===== src/rtl/mem_stage_sram_ctrl.sv =====
// Memory-stage data-memory controller: turns one EX/MEM load/store into a
// multi-cycle strobed access on an external 32-bit SRAM and freezes the pipeline meanwhile.
module mem_stage_sram_ctrl #(
  parameter int          WAIT_CYCLES = 4,
  parameter logic [31:0] ADDR_BASE   = 32'd1024,
  parameter int          SRAM_ADDR_W = 17
) (
  input  logic                   clk,
  input  logic                   rst,
  input  logic                   rd_en,
  input  logic                   wr_en,
  input  logic [31:0]            address,
  input  logic [31:0]            st_val,
  output logic [31:0]            rd_data,
  output logic                   ready,
  output logic [SRAM_ADDR_W-1:0] sram_addr,
  output logic [31:0]            sram_dq_out,
  input  logic [31:0]            sram_dq_in,
  output logic                   sram_dq_oe,
  output logic                   sram_ce_n,
  output logic                   sram_oe_n,
  output logic                   sram_we_n
);

  typedef enum logic [1:0] {IDLE, ACCESS, DONE} state_e;

  localparam logic [3:0] CNT_INIT = 4'(WAIT_CYCLES - 1);

  state_e                 state_q, state_d;
  logic [3:0]             cnt_q, cnt_d;
  logic [SRAM_ADDR_W-1:0] addr_q, addr_d;
  logic [31:0]            data_q, data_d;
  logic [31:0]            rd_data_q, rd_data_d;
  logic                   wr_op_q, wr_op_d;
  logic                   req;

  assign req = rd_en | wr_en;

  always_ff @(posedge clk or negedge rst) begin
    if (!rst) begin
      state_q   <= IDLE;
      cnt_q     <= 4'd0;
      addr_q    <= '0;
      data_q    <= 32'd0;
      rd_data_q <= 32'd0;
      wr_op_q   <= 1'b0;
    end else begin
      state_q   <= state_d;
      cnt_q     <= cnt_d;
      addr_q    <= addr_d;
      data_q    <= data_d;
      rd_data_q <= rd_data_d;
      wr_op_q   <= wr_op_d;
    end
  end

  // DONE never looks at the inputs: EX/MEM still holds the finished instruction.
  always_comb begin
    state_d = state_q;
    unique case (state_q)
      IDLE:    if (req) state_d = ACCESS;
      ACCESS:  if (cnt_q == 4'd0) state_d = DONE;
      DONE:    state_d = IDLE;
      default: state_d = IDLE;
    endcase
  end

  // A simultaneous read and write is treated as a write.
  always_comb begin
    cnt_d     = cnt_q;
    addr_d    = addr_q;
    data_d    = data_q;
    rd_data_d = rd_data_q;
    wr_op_d   = wr_op_q;
    if (state_q == IDLE && req) begin
      cnt_d   = CNT_INIT;
      addr_d  = SRAM_ADDR_W'((address - ADDR_BASE) >> 2);
      data_d  = st_val;
      wr_op_d = wr_en;
    end else if (state_q == ACCESS) begin
      if (cnt_q != 4'd0) begin
        cnt_d = cnt_q - 4'd1;
      end else if (!wr_op_q) begin
        rd_data_d = sram_dq_in;
      end
    end
  end

  // we_n rises on the last strobe cycle so the data is held past the write edge.
  always_comb begin
    ready      = 1'b1;
    sram_ce_n  = 1'b1;
    sram_oe_n  = 1'b1;
    sram_we_n  = 1'b1;
    sram_dq_oe = 1'b0;
    unique case (state_q)
      IDLE:    ready = !req;
      ACCESS: begin
        ready     = 1'b0;
        sram_ce_n = 1'b0;
        if (wr_op_q) begin
          sram_dq_oe = 1'b1;
          sram_we_n  = (cnt_q == 4'd0);
        end else begin
          sram_oe_n = 1'b0;
        end
      end
      DONE:    ready = 1'b1;
      default: ready = 1'b1;
    endcase
    if (!rst) ready = 1'b1;
  end

  assign sram_addr   = addr_q;
  assign sram_dq_out = data_q;
  assign rd_data     = rd_data_q;

endmodule


===== config.mk =====
export PLATFORM = sky130hd
export DESIGN_NAME = mem_stage_sram_ctrl
export DESIGN_NICKNAME = d
export VERILOG_FILES = /design/src/rtl/mem_stage_sram_ctrl.sv
export SDC_FILE = /design/constraint.sdc
export NUM_CORES = 1
export LEC_CHECK = 0
export ABC_AREA = 1
export BUFFER_PORTS_ARGS = -buffer_cell sky130_fd_sc_hd__buf_4
export CAP_MARGIN = 25
export CORE_MARGIN = 3
export CORE_UTILIZATION = 47
export CTS_BUF_LIST = sky130_fd_sc_hd__clkbuf_4 sky130_fd_sc_hd__clkbuf_8 sky130_fd_sc_hd__clkbuf_16
export DETAILED_ROUTE_END_ITERATION = 16
export HOLD_SLACK_MARGIN = 0.02
export PLACE_DENSITY = 0.84
export SKIP_CTS_REPAIR_TIMING = 1
export SLEW_MARGIN = 0
export SYNTH_ARGS = -nofsm -noshare
export SYNTH_HDL_FRONTEND = slang
export SYNTH_SLANG_ARGS = --single-unit

===== constraint.sdc =====
create_clock -name clk -period 2.1 [get_ports clk]
set_clock_uncertainty 0.05 [all_clocks]
set_input_delay 0.42 -clock clk [delete_from_list [all_inputs] [get_ports clk]]
set_output_delay 0.42 -clock clk [all_outputs]
set_load 0.02 [all_outputs]

==> results by stage, run 1 <==
Floorplanning:
- The total die area is 8930 µm².
- Measured along the y axis, the die boundary spans 94.5 µm.
- The floorplan has 31 rows.
- The initial utilization of the core area, before any placement, comes to 49.7%.
- Pin placement for this block handled 186 I/O pins.
- The core region is 7410 µm².
- In this run the horizontal extent of the chip is 94.5 µm.

Clock network:
- The sink count of the clock tree is 88.
- The number of buffers on the longest clock path is 2.
- The number of buffers created by CTS is 9.
- The maximum level of the CTS H-tree is 3.
- The cell chosen for the clock root is sky130_fd_sc_hd__clkbuf_8.
- After clock tree synthesis, the clock-pin slew on the worst setup and hold paths is 70 ps.
- The insertion delay of the later-clocked pin in the worst-skew pair is 330 ps.
- TritonCTS built the clock tree.

Routing:
- Once detail routing completed, the nets flagged for antenna violations numbered 0.
- The average routed wire per standard cell is 13.6 µm.
- After detailed routing, the number of vias per cell comes to 4.87.
- The initial detailed-routing violation count is 106.
- Summed over all layers, the routed wires come to 9.44 mm.
- The first TritonRoute pass finished after 4 iterations.
- In the routed design, unresolved DRC markers number 0.
- The final route contains 3381 vias.

Setup path:
- The largest single stage delay on the critical path is 340 ps.
- The slowest stage of the critical path belongs to the cell sky130_fd_sc_hd__dfrtp_1.
- The signal on the critical path passes through inv_2 -> ha_1 -> nand3_1 -> nand2_1 -> inv_1 -> nand2_1 -> buf_4.
- The worst setup path is launched from a register.
- The required time at the endpoint of the critical path is 1630 ps.
- The number of buffer and inverter instances along the worst setup path is 3.
- The largest driver fanout on the critical path is 6.
- At the worst endpoint, the arrival time is 1490 ps.
- The most frequent cell on the critical path is sky130_fd_sc_hd__nand2_1.
- The worst setup path is of the register to primary output kind.
- The kind of end point of the critical path is a primary output.
- The critical register-to-register path startpoint is cnt_q[0].
- The worst setup path startpoint is cnt_q[0].
- The largest delay contributor family on the critical path is flip-flops.

Power:
- The worst supply voltage drop on vdd is 0.000953 V.
- In this run switching power makes up 44.3% of total power.
- The power density over cell area is 1640 nW/µm².
- In this run, flip-flops and latches consume 35.7% of the power.
- In this run the power spent charging and discharging nets is 3.74 mW.
- The proportion of power drawn by the clock network is 11.3%.
- The share of power burned in combinational logic is 52.9%.
- The total internal power is 4.70 mW.
- The analysis attributes to cell leakage a power of 2.91 nW.

Cells and area:
- The post-layout instance area is 5150 µm².
- The area occupied by multi-input gates is 1270 µm².
- The number of nets in the layout is 696.
- 0 antenna diodes ended up in the layout.
- Fill cells in the final layout number 568.
- Compared with the post-synthesis result, the final layout area differs by 40.1%.
- In the final layout, flip-flops and latches occupy 2200 µm².
- The share of cells above drive strength 1 is 33.4%.
- The count of placed standard cells in the final layout, fillers left out is 694.

Yosys:
- The number of distinct standard cells referenced by the synthesized netlist is 21.
- The synthesized netlist cell count is 425.
- The total number of yosys warnings is 0.
- Averaged over all synthesized cells, the footprint is 8.66 µm².
- The count of state elements after synthesis is 88.
- Of the synthesized area, sequential elements account for 59.8%.
- The cell area that synthesis handed to floorplanning was 3680 µm².
- The synthesized net count is 528.

Global route:
- The pin count of the biggest net entering global routing is 89.
- The global-route total usage across every layer is 21.2%.
- The number of global-route vias before repair is 3259.
- The first global-routing pass estimated 14.9 mm of wire.
- For met1 alone, demand over resource in global routing was 25.2%.
- The number of antenna violations at the first check in global routing is 0.
- Global routing finished with a remaining overflow of 0.
- The global routing met2 resource utilization is 35.5%.
- In this run the most used layer during global routing was met2.
- The met3 layer usage reported by global route is 9.00%.

Flow run:
- Max-cap violations in this run came to 0.

Place:
- In this run, placement finished with an instance count of 681.
- Routability-driven placement finished with a final weighted congestion of 0.809.
- The detailed-placement wirelength estimate is 6.95 mm.
- Input and output buffers added on the ports amount to 170.
- The area of placed instances is 5000 µm².

Timing:
- Of the available clock period, the critical path in the final layout requires 93.1%.
- Across all hold checks on the routed design, the worst slack comes to 66.4 ps.
- After routing, the total negative slack on setup checks comes to 0 ps.
- The number of failing hold endpoints at the final stage is 0.
- The final count of pins violating max slew came to 0.
- The time the final worst path needs with I/O delays and setup is 1960 ps.
- Setup violations remaining at the end of the flow were counted as 0.
- The transition at the pin with the smallest max-transition slack is 557 ps.
- The worst pin sits at a relative slew slack of 62.7%.
- The top achievable clock speed is 511 MHz.
- Setup repair after global routing left no endpoint under its margin.

Worst hold path:
- In this run the worst hold path is classified as input pin to asynchronous set/reset pin.

Run status:
- The run finished with clean final reports.
[cell usage after synthesis, drive strengths merged]
cell type    n  share of area, %
nand2      216                22
dfrtp       88                60
nand3       41               5.6
buf         20               3.8
nor2        20               2.5
inv         18               1.8
o21ai       10               1.4
ha           3               1.0
nand4        3              0.51
o21bai       2              0.41
a21oi        1              0.14
a31oi        1              0.17
xnor2        1              0.24
xor2         1              0.24
[layout make-up]
cell class,instances,share of cell area (%)
Sequential cell,88,42.7
Timing Repair Buffer,177,26.0
Multi-Input combinational cell,299,24.6
Clock buffer,11,2.69
Tap cell,99,2.40
Inverter,18,1.31
Clock inverter,2,0.194
[cell families after synthesis]
family	count (synthesis)	synth area share [%]
xor gates and xnor gates	2	0.476
AOI/OAI and AO/OA	14	2.07
adders and majority gates	3	1.02
DFF	88	59.8
and+or+nand+nor	280	30.9
buffers and inverters	38	5.64
[layer usage]
layer | vias to the layer above | share of wire [%]
met5 | - | 0
met1 | 1577 | 39
met3 | 4 | 12
li1 | 1651 | -
met4 | 0 | 0.38
met2 | 149 | 49
[path summary, 6_finish.rpt]
check / end / slack [ps] / cells after the start
max: sram_we_n / 140 / 7
max in group asynchronous: sram_dq_out[26] / 1550 / 2
max reg2reg: rd_data[2] / 530 / 7
min: sram_addr[14] / 70 / 2
min in group clk: sram_dq_out[24] / 230 / 3
min reg2reg: rd_data[29] / 430 / 2
[registers in the layout, indices dropped and copies added (netlist names)]
| name | count |
|---|---|
| rd_data | 32 |
| wr_op_q | 1 |
| state_q | 2 |
| cnt_q | 4 |
| sram_dq_out | 32 |
| sram_addr | 17 |
[metrics by stage]
step / utilization [%] / power (mW) / setup slack, ps
after floorplan: - / 5.67 / 358
after global placement: 67.6 / 7.38 / 474
after detailed placement: 67.6 / 7.54 / 445
after CTS: 69.6 / 8.51 / 80.3
after global routing: 69.6 / 9.08 / 12.3
final: 69.6 / 8.44 / 145
[layout by cell type (no fill, tap or decap)]
cell type	instances
sky130_fd_sc_hd__a21oi_1	1
sky130_fd_sc_hd__a31oi_1	1
sky130_fd_sc_hd__buf_12	1
sky130_fd_sc_hd__buf_4	176
sky130_fd_sc_hd__clkbuf_4	2
sky130_fd_sc_hd__clkbuf_8	9
sky130_fd_sc_hd__clkinv_2	2
sky130_fd_sc_hd__dfrtp_1	88
sky130_fd_sc_hd__ha_1	3
sky130_fd_sc_hd__inv_1	13
sky130_fd_sc_hd__inv_2	5
sky130_fd_sc_hd__nand2_1	213
sky130_fd_sc_hd__nand2_2	2
sky130_fd_sc_hd__nand2_4	1
sky130_fd_sc_hd__nand3_1	41
sky130_fd_sc_hd__nand4_1	3
sky130_fd_sc_hd__nor2_1	19
sky130_fd_sc_hd__nor2_8	1
sky130_fd_sc_hd__o21ai_0	9
sky130_fd_sc_hd__o21ai_1	1
sky130_fd_sc_hd__o21bai_1	2
sky130_fd_sc_hd__xnor2_1	1
sky130_fd_sc_hd__xor2_1	1
[power by group through the flow]
stage                     Clock, mW  Combinational, mW  Sequential, mW
final                         0.955               4.47            3.02
after global routing           1.07               4.89            3.12
after CTS                     0.990               4.51            3.01
after detailed placement          0               4.52            3.02
after global placement            0               4.39            2.99
after floorplan                   0               1.74            3.93
Note: power is estimated with default switching activity, not from simulation.
==> run 2: changes to the inputs <==
CORE_ASPECT_RATIO = 1.1   (was not set)
HOLD_SLACK_MARGIN = not set   (was 0.02)
==> run 2 against run 1 <==
Routed wire length is 1.3% lower; count of clock-buffer cells in the layout is 2 lower; combinational power hardly changed; sequential share of layout area is 0.43 points lower; die area hardly changed; critical path type unchanged; critical endpoint unchanged.
==> results by stage, run 2 (synthesized netlist as in run 1, its figures left out) <==
Run status:
- The flow ran to the end, and the final reports show no timing, DRC or antenna violations.

Power:
- The power density over cell area is 1670 nW/µm².
- Summed over all cells, the static leakage comes to 2.92 nW.
- The worst-case IR drop observed on VDD is 0.000903 V.
- Total power for the finished layout comes to 8.68 mW.

Clock network:
- After clock tree synthesis, the clock-pin slew on the worst setup and hold paths is 80 ps.
- The tree built by TritonCTS fans out to 88 sinks.
- The insertion delay of the later-clocked pin in the worst-skew pair is 330 ps.
- In this run the number of H-tree levels came out at 3.
- In this run the clock root is driven by a sky130_fd_sc_hd__clkbuf_8.
- The number of buffers created by CTS is 9.
- The number of buffers on the longest clock path is 2.
- The TritonCTS clock tree is yes.

Setup path:
- The endpoint of the worst register-to-register path is rd_data[18].
- The minimum setup slack among reg-to-reg paths is 280 ps.
- On the worst path, the slowest cell contributes a delay of 340 ps.
- For the worst setup path, the data arrival time is 1490 ps.
- The critical path start-end classification is register to primary output.
- The startpoint kind of the worst setup timing path is a register.
- Grouping stages by cell kind, the critical path spends the most delay in flip-flops.
- The largest driver fanout on the critical path is 6.
- Traced cell by cell, the critical path runs through inv_2 -> ha_1 -> nand3_1 -> nand2_1 -> inv_1 -> nand2_1 -> buf_4.
- Measured in cells, the most critical reg-to-reg path has a length of 7.
- The critical register-to-register path startpoint is cnt_q[0].
- The most frequent cell on the critical path is sky130_fd_sc_hd__nand2_1.
- The required time at the endpoint of the critical path is 1630 ps.
- The number of buffers and inverters on the critical path is 3.
- The number of cells on the critical path is 7.
- The slowest cell on the critical path is sky130_fd_sc_hd__dfrtp_1.
- The kind of end point of the critical path is a primary output.

Routing:
- The total wirelength of the detailed-routed design is 9.32 mm.
- The number of detailed-routing iterations run before antenna repair is 5.
- In the routed layout, each cell is associated on average with a via count of 4.81.
- The detailed router finished its first iteration with 99 violations.
- The overall via count from detail_route is 3357.
- The post-route DRC violation count is 0.
- The number of routed nets with antenna violations is 0.
- The average routed wire per standard cell is 13.4 µm.

Cells and area:
- The post-layout instance area is 5210 µm².
- The area occupied by multi-input gates is 1270 µm².
- The count of placed standard cells in the final layout, fillers left out is 698.
- The number of inserted filler cells in the final layout is 607.
- Compared with the post-synthesis result, the final layout area differs by 41.5%.
- The post-route netlist has 33.2% of its cells at a drive strength greater than 1.
- Across the whole layout, storage elements account for 2200 µm².
- In the layout the commonest cells are sky130_fd_sc_hd__nand2_1, sky130_fd_sc_hd__buf_4, sky130_fd_sc_hd__dfrtp_1.
- At the end of the flow the core is filled with cells to 69.3%.
- The number of antenna diodes in the final layout is 0.
- The number of nets in the layout is 694.
- The library cell used most frequently in the layout, excluding fill and tap cells, is sky130_fd_sc_hd__nand2_1.

Floorplanning:
- The die is 90.4 µm wide.
- The floorplan step defined a die boundary enclosing 8930 µm².
- For this configuration, the core starts out at a cell density of 49.0%.
- The die span in y is 98.8 µm.
- The number of placement rows is 33.
- During I/O placement, the number of pins put on the boundary was 186.
- In this run the standard cell core region covers 7510 µm².

Timing:
- The final worst slack is 140 ps.
- Setup repair after global routing left no endpoint under its margin.
- The number of failing hold endpoints at the final stage is 0.
- The relative slew slack is 60.8%.
- The worst hold margin is 82.7 ps.
- In the finished design, the share of the clock period the worst path needs comes to 93.3%.
- The final count of pins violating max slew is 0.
- Setup violations remaining at the end of the flow were counted as 0.
- For the pin with the worst max-slew slack, the measured transition is 586 ps.
- Counting I/O delays and the setup requirement, the final critical path takes 1960 ps.
- The top achievable clock speed is 510 MHz.
- After routing, the total negative slack on setup checks comes to 0 ps.

Worst hold path:
- The min-delay analysis places its worst path in the category input pin to asynchronous set/reset pin.

Flow run:
- The max-cap check violation count is 0.

Global route:
- The global-route total usage across every layer is 21.4%.
- The number of antenna violations at the first check in global routing is 0.
- The number of global-route vias before repair came to 3323.
- The wire length of the first global-routing pass is 15.5 mm.
- The pin count of the biggest net entering global routing is 89.
- The total congestion overflow is 0.

Place:
- Once placement finished, the instance area stood at 5010 µm².
- The detailed-placement wirelength estimate is 6.74 mm.
- The total of buffers placed on input and output ports is 170.
- The pre-CTS setup slack is 232 ps.
- Once placement completed, the tool counted placed cells totaling 685.
- Routability-driven placement finished with a final weighted congestion of 0.789.
[run 2: changes by cell type in the layout (fill, tap and decap cells not counted), sizes merged]
| cell | previous run | this run |
|---|---|---|
| buf | 177 | 175 |
| bufinv | 0 | 2 |
| clkinv | 2 | 1 |
| clkinvlp | 0 | 1 |
| clkbuf | 11 | 9 |
[run 2: final cells by class]
| type | count | share of cell area, % |
|---|---|---|
| clock inverters | 4 | 1.39 |
| well taps | 105 | 2.52 |
| clock buffers | 9 | 2.38 |
| multi-input cells | 299 | 24.4 |
| inverters | 18 | 1.30 |
| repair buffers | 175 | 25.7 |
| flip-flops and latches | 88 | 42.3 |
[run 2: worst max path at each step]
| stage | to | slack, ps | startpoint |
|---|---|---|---|
| finish | sram_we_n | 140 | cnt_q[0] |
| global route | sram_we_n | 3 | cnt_q[0] |
| CTS | sram_we_n | 60 | cnt_q[0] |
| detailed placement | rd_data[18] | 230 | cnt_q[0] |
| global placement | rd_data[23] | 320 | cnt_q[0] |
| floorplan | ready | 360 | wr_en |
[run 2: metal layers]
metal  track usage, %  vias to the layer above  wire (µm)
li1                 -                     1640          -
met1             26.7                     1559       3860
met2             35.1                      151       4400
met3             8.09                        7        984
met4             6.24                        0         71
met5                0                        -          0
[run 2: power by group]
part	internal [mW]	total (mW)	leakage, nW	switching, mW
registers	2.53	3.02	1.08	0.484
logic	1.74	4.47	1.75	2.74
clock network	0.649	1.19	0.0970	0.541
[run 2: worst register-to-register path, cell delays in order, from the launching register on]
cell and delay, ps:
sky130_fd_sc_hd__dfrtp_1 370, sky130_fd_sc_hd__inv_2 100, sky130_fd_sc_hd__ha_1 150, sky130_fd_sc_hd__nand3_1 140
sky130_fd_sc_hd__inv_2 250, sky130_fd_sc_hd__nand2_2 410, sky130_fd_sc_hd__nand2_1 180, sky130_fd_sc_hd__nand2_1 70
==> run 3: changes to the inputs <==
ABC_AREA = 0   (was 1)
GPL_TIMING_DRIVEN = 1   (was not set)
==> run 3 against run 2 <==
The run now ends with negative setup slack left; combinational power grew 4%; via count down 21%; synthesized cell count decreased by 44%; register-to-register slack got worse by 250 ps; setup slack lost 180 ps; non-clock buffer count is 15 higher; synthesized area is 0.24% lower; count of clock-buffer cells in the layout rose by 2; routed wire length shrank 2.0%; sequential share of layout area shrank 1.4 points; critical path type unchanged; critical endpoint unchanged; largest cell class unchanged.
==> results by stage, run 3 <==
Run status:
- The run finished, with violations left.
- The checks that failed: negative setup slack.

Yosys:
- Sorting the synthesized cells by area gives the leading types as sky130_fd_sc_hd__dfrtp_1, sky130_fd_sc_hd__mux2_2, sky130_fd_sc_hd__mux2_4.
- The cell with the most instances after synthesis is sky130_fd_sc_hd__dfrtp_1.
- The async set or reset register ratio after synthesis is 100%.
- The count of state elements after synthesis is 88.
- The cell taking the most area after synthesis is sky130_fd_sc_hd__dfrtp_1.
- When the netlist entered floorplanning its net count stood at 343.
- In the synthesized netlist, the number of instances is 240.
- Sequential elements use 60.0% of the synthesized area.
- The number of enable flip-flop cells after synthesis is 0.
- The commonest cells after synthesis are sky130_fd_sc_hd__dfrtp_1, sky130_fd_sc_hd__mux2_2, sky130_fd_sc_hd__mux2_4.
- The most frequently used flop master after synthesis is sky130_fd_sc_hd__dfrtp_1.
- The share of synthesized area in the top cell type comes to 60.0%.
- In this run the mean area of a mapped cell was 15.3 µm².
- After synthesis, the netlist uses 32 different library cells.
- The total number of yosys warnings is 0.
- The netlist area before placement is 3670 µm².

Floorplanning:
- The die is 90.3 µm wide.
- Pin placement for this block handled 186 I/O pins.
- The effective utilization at floorplan is 48.9%.
- The number of placement rows is 33.
- In this run the standard cell core region covers 7510 µm².
- The die covers 8910 µm².
- The die span in y is 98.7 µm.

Global route:
- Global routing finished with a remaining overflow of 0.
- The number of global-route vias before repair came to 2817.
- Entering global routing, the biggest net connects 42 pins.
- The number of antenna violations at the first check in global routing is 0.
- The wire length of the first global-routing pass is 14.2 mm.
- The global-route total usage across every layer is 19.9%.

Setup path:
- STA classifies the critical path endpoint as a primary output.
- On the worst path, the slowest cell contributes a delay of 400 ps.
- The worst setup path is of the register to primary output kind.
- STA puts the critical path data arrival time at 1670 ps.
- STA puts the critical path data required time at 1630 ps.
- The number of buffer and inverter instances along the worst setup path is 3.
- The largest driver fanout on the critical path is 4.
- Walking the worst path, the cells encountered are inv_2 -> ha_4 -> or3b_4 -> buf_6 -> nand3_2 -> buf_6.
- On the critical path, the stage with the largest delay is an instance of sky130_fd_sc_hd__dfrtp_1.
- The startpoint kind of the worst setup timing path is a register.
- The largest delay contributor family on the critical path is simple AND/OR/NAND/NOR gates.
- Among the stages of the critical path, the cell type that occurs most often is sky130_fd_sc_hd__buf_6.

Power:
- The worst supply voltage drop on vdd is 0.000897 V.
- The analysis attributes to cell leakage a power of 2.67 nW.
- Total power for the finished layout comes to 8.80 mW.
- Power spread over the standard cell area amounts to 1640 nW/µm².

Routing:
- The top layer used by detailed routing is met4.
- In the final routed layout, each cell accounts on average for 16.9 µm.
- The initial detailed-routing violation count is 45.
- Summing over every cut layer, the via total after detailed routing is 2660.
- The post-route DRC violation count is 0.
- The number of detailed-routing iterations run before antenna repair is 4.
- The number of routed nets with antenna violations is 0.
- Wires add up to 9.13 mm.
- In the detailed route, the total length drawn on met2 is 4.78 mm.
- Summed over all nets, wire length on met3 after detailed routing comes to 639 µm.
- The via-per-instance ratio is 4.93.
- The wire length on met1 is 3.59 mm.

Place:
- The final weighted congestion of routability-driven global placement is 0.788.
- Once placement finished, the instance area stood at 5070 µm².
- The detailed-placement wirelength estimate is 6.51 mm.
- Input and output buffers added on the ports amount to 170.
- At the placement stage, the worst setup path has a slack of -70.4 ps.
- Counting tap cells, the placed design contains a total of 515 instances.

Timing:
- The worst path uses 102% of the clock period.
- The time the final worst path needs with I/O delays and setup is 2140 ps.
- Setup repair after global routing could not meet its margin everywhere.
- The count of endpoints failing setup in the final report is 1.
- Headroom to the max-slew limit came out at 52.3%.
- The final total negative setup slack is -37.5 ps.
- Hold timing on the final database bottoms out at a slack of 84.9 ps.
- Across all setup checks in the final design, the least slack found is -37.5 ps.
- The top achievable clock speed is 468 MHz.
- The number of failing hold endpoints at the final stage was 0.
- The final count of pins violating max slew came to 0.
- At the pin with the least slew margin, the transition time is 713 ps.

Cells and area:
- The number of inserted filler cells in the final layout is 535.
- The area growth from synthesis to layout is 46.5%.
- The share of cells above drive strength 1 is 67.1%.
- Leaving out fill and tap cells, the most frequent cell in the layout is sky130_fd_sc_hd__buf_4.
- In the layout the commonest cells are sky130_fd_sc_hd__buf_4, sky130_fd_sc_hd__dfrtp_1, sky130_fd_sc_hd__mux2_2.
- The number of nets in the layout is 533.
- The finished layout holds 540 standard cells, fillers aside.
- At the end of the flow the core is filled with cells to 71.6%.
- The number of antenna cells inserted is 0.
- After routing the design area is 5380 µm².

Clock network:
- The TritonCTS clock tree is yes.
- The root buffer cell chosen for the clock tree is sky130_fd_sc_hd__clkbuf_8.
- The maximum level of the CTS H-tree is 3.
- Clock-pin slew was measured on the worst setup and hold paths at 90 ps.
- The clock reaches the later pin of the worst-skew pair after 340 ps.
- The number of buffers on the longest clock path is 2.
- The number of buffers created by CTS is 9.
- The sink count of the clock tree is 88.

Worst hold path:
- The path type of the worst min-delay path is input pin to asynchronous set/reset pin.

Flow run:
- The max-cap check violation count is 0.
==> run 3: cell types whose count changed in the layout (fill, tap and decap cells not counted), moves of 8 or more <==
| cell | previous run | this run |
|---|---|---|
| sky130_fd_sc_hd__nand2_1 | 213 | 3 |
| sky130_fd_sc_hd__mux2_2 | 0 | 46 |
| sky130_fd_sc_hd__nand3_1 | 41 | 1 |
| sky130_fd_sc_hd__mux2_4 | 0 | 30 |
| sky130_fd_sc_hd__nor2_1 | 19 | 2 |
| sky130_fd_sc_hd__buf_4 | 173 | 184 |
| sky130_fd_sc_hd__a21oi_1 | 1 | 10 |
| sky130_fd_sc_hd__inv_1 | 13 | 5 |
==> run 3: cells by family after synthesis <==
kind of cell | after synthesis | share of synthesized area (%)
compound gates | 25 | 3.85
mux | 77 | 26.7
simple gates | 26 | 4.33
fa+ha+maj | 3 | 1.02
xor+xnor | 2 | 0.477
flops | 88 | 60.0
buf+inv | 19 | 3.68
==> run 3: worst register-to-register path, stage by stage (launching register included) <==
cell	delay, ps
sky130_fd_sc_hd__dfrtp_1	400
sky130_fd_sc_hd__inv_2	100
sky130_fd_sc_hd__ha_4	130
sky130_fd_sc_hd__or3b_4	380
sky130_fd_sc_hd__or3_4	390
sky130_fd_sc_hd__buf_12	180
sky130_fd_sc_hd__mux2_4	320
==> run 3: layout make-up <==
class | instances | area, µm² | share of cell area [%]
inverter | 8 | 30.0 | 0.558
sequential | 88 | 2200 | 40.9
tap | 105 | 131 | 2.44
timing repair buffer | 190 | 1470 | 27.3
clock inverter | 5 | 40.0 | 0.744
clock buffer | 11 | 145 | 2.70
multi-input combinational | 133 | 1360 | 25.3
==> run 3: worst paths after layout <==
path	cells after the start	start	slack, ps	to
max	6	cnt_q[0]	-40	sram_we_n
min	2	rst	80	sram_dq_out[18]
max reg2reg	6	cnt_q[0]	30	rd_data[26]
min reg2reg	1	sram_dq_out[2]	460	sram_dq_out[2]
max in group asynchronous	2	rst	890	sram_dq_out[27]
min in group clk	2	sram_dq_in[10]	250	rd_data[10]
==> run 3: routing by layer <==
layer / GRT usage (%) / vias to the layer above
met1: 23.7 / 1300
met2: 34.9 / 113
met5: 0 / -
li1: - / 1235
met4: 6.48 / 0
met3: 5.73 / 12
==> run 3: power breakdown <==
group | switching [mW] | internal [mW] | total, mW
Combinational | 2.25 | 2.42 | 4.67
Clock | 0.595 | 0.482 | 1.08
Sequential | 0.499 | 2.56 | 3.06
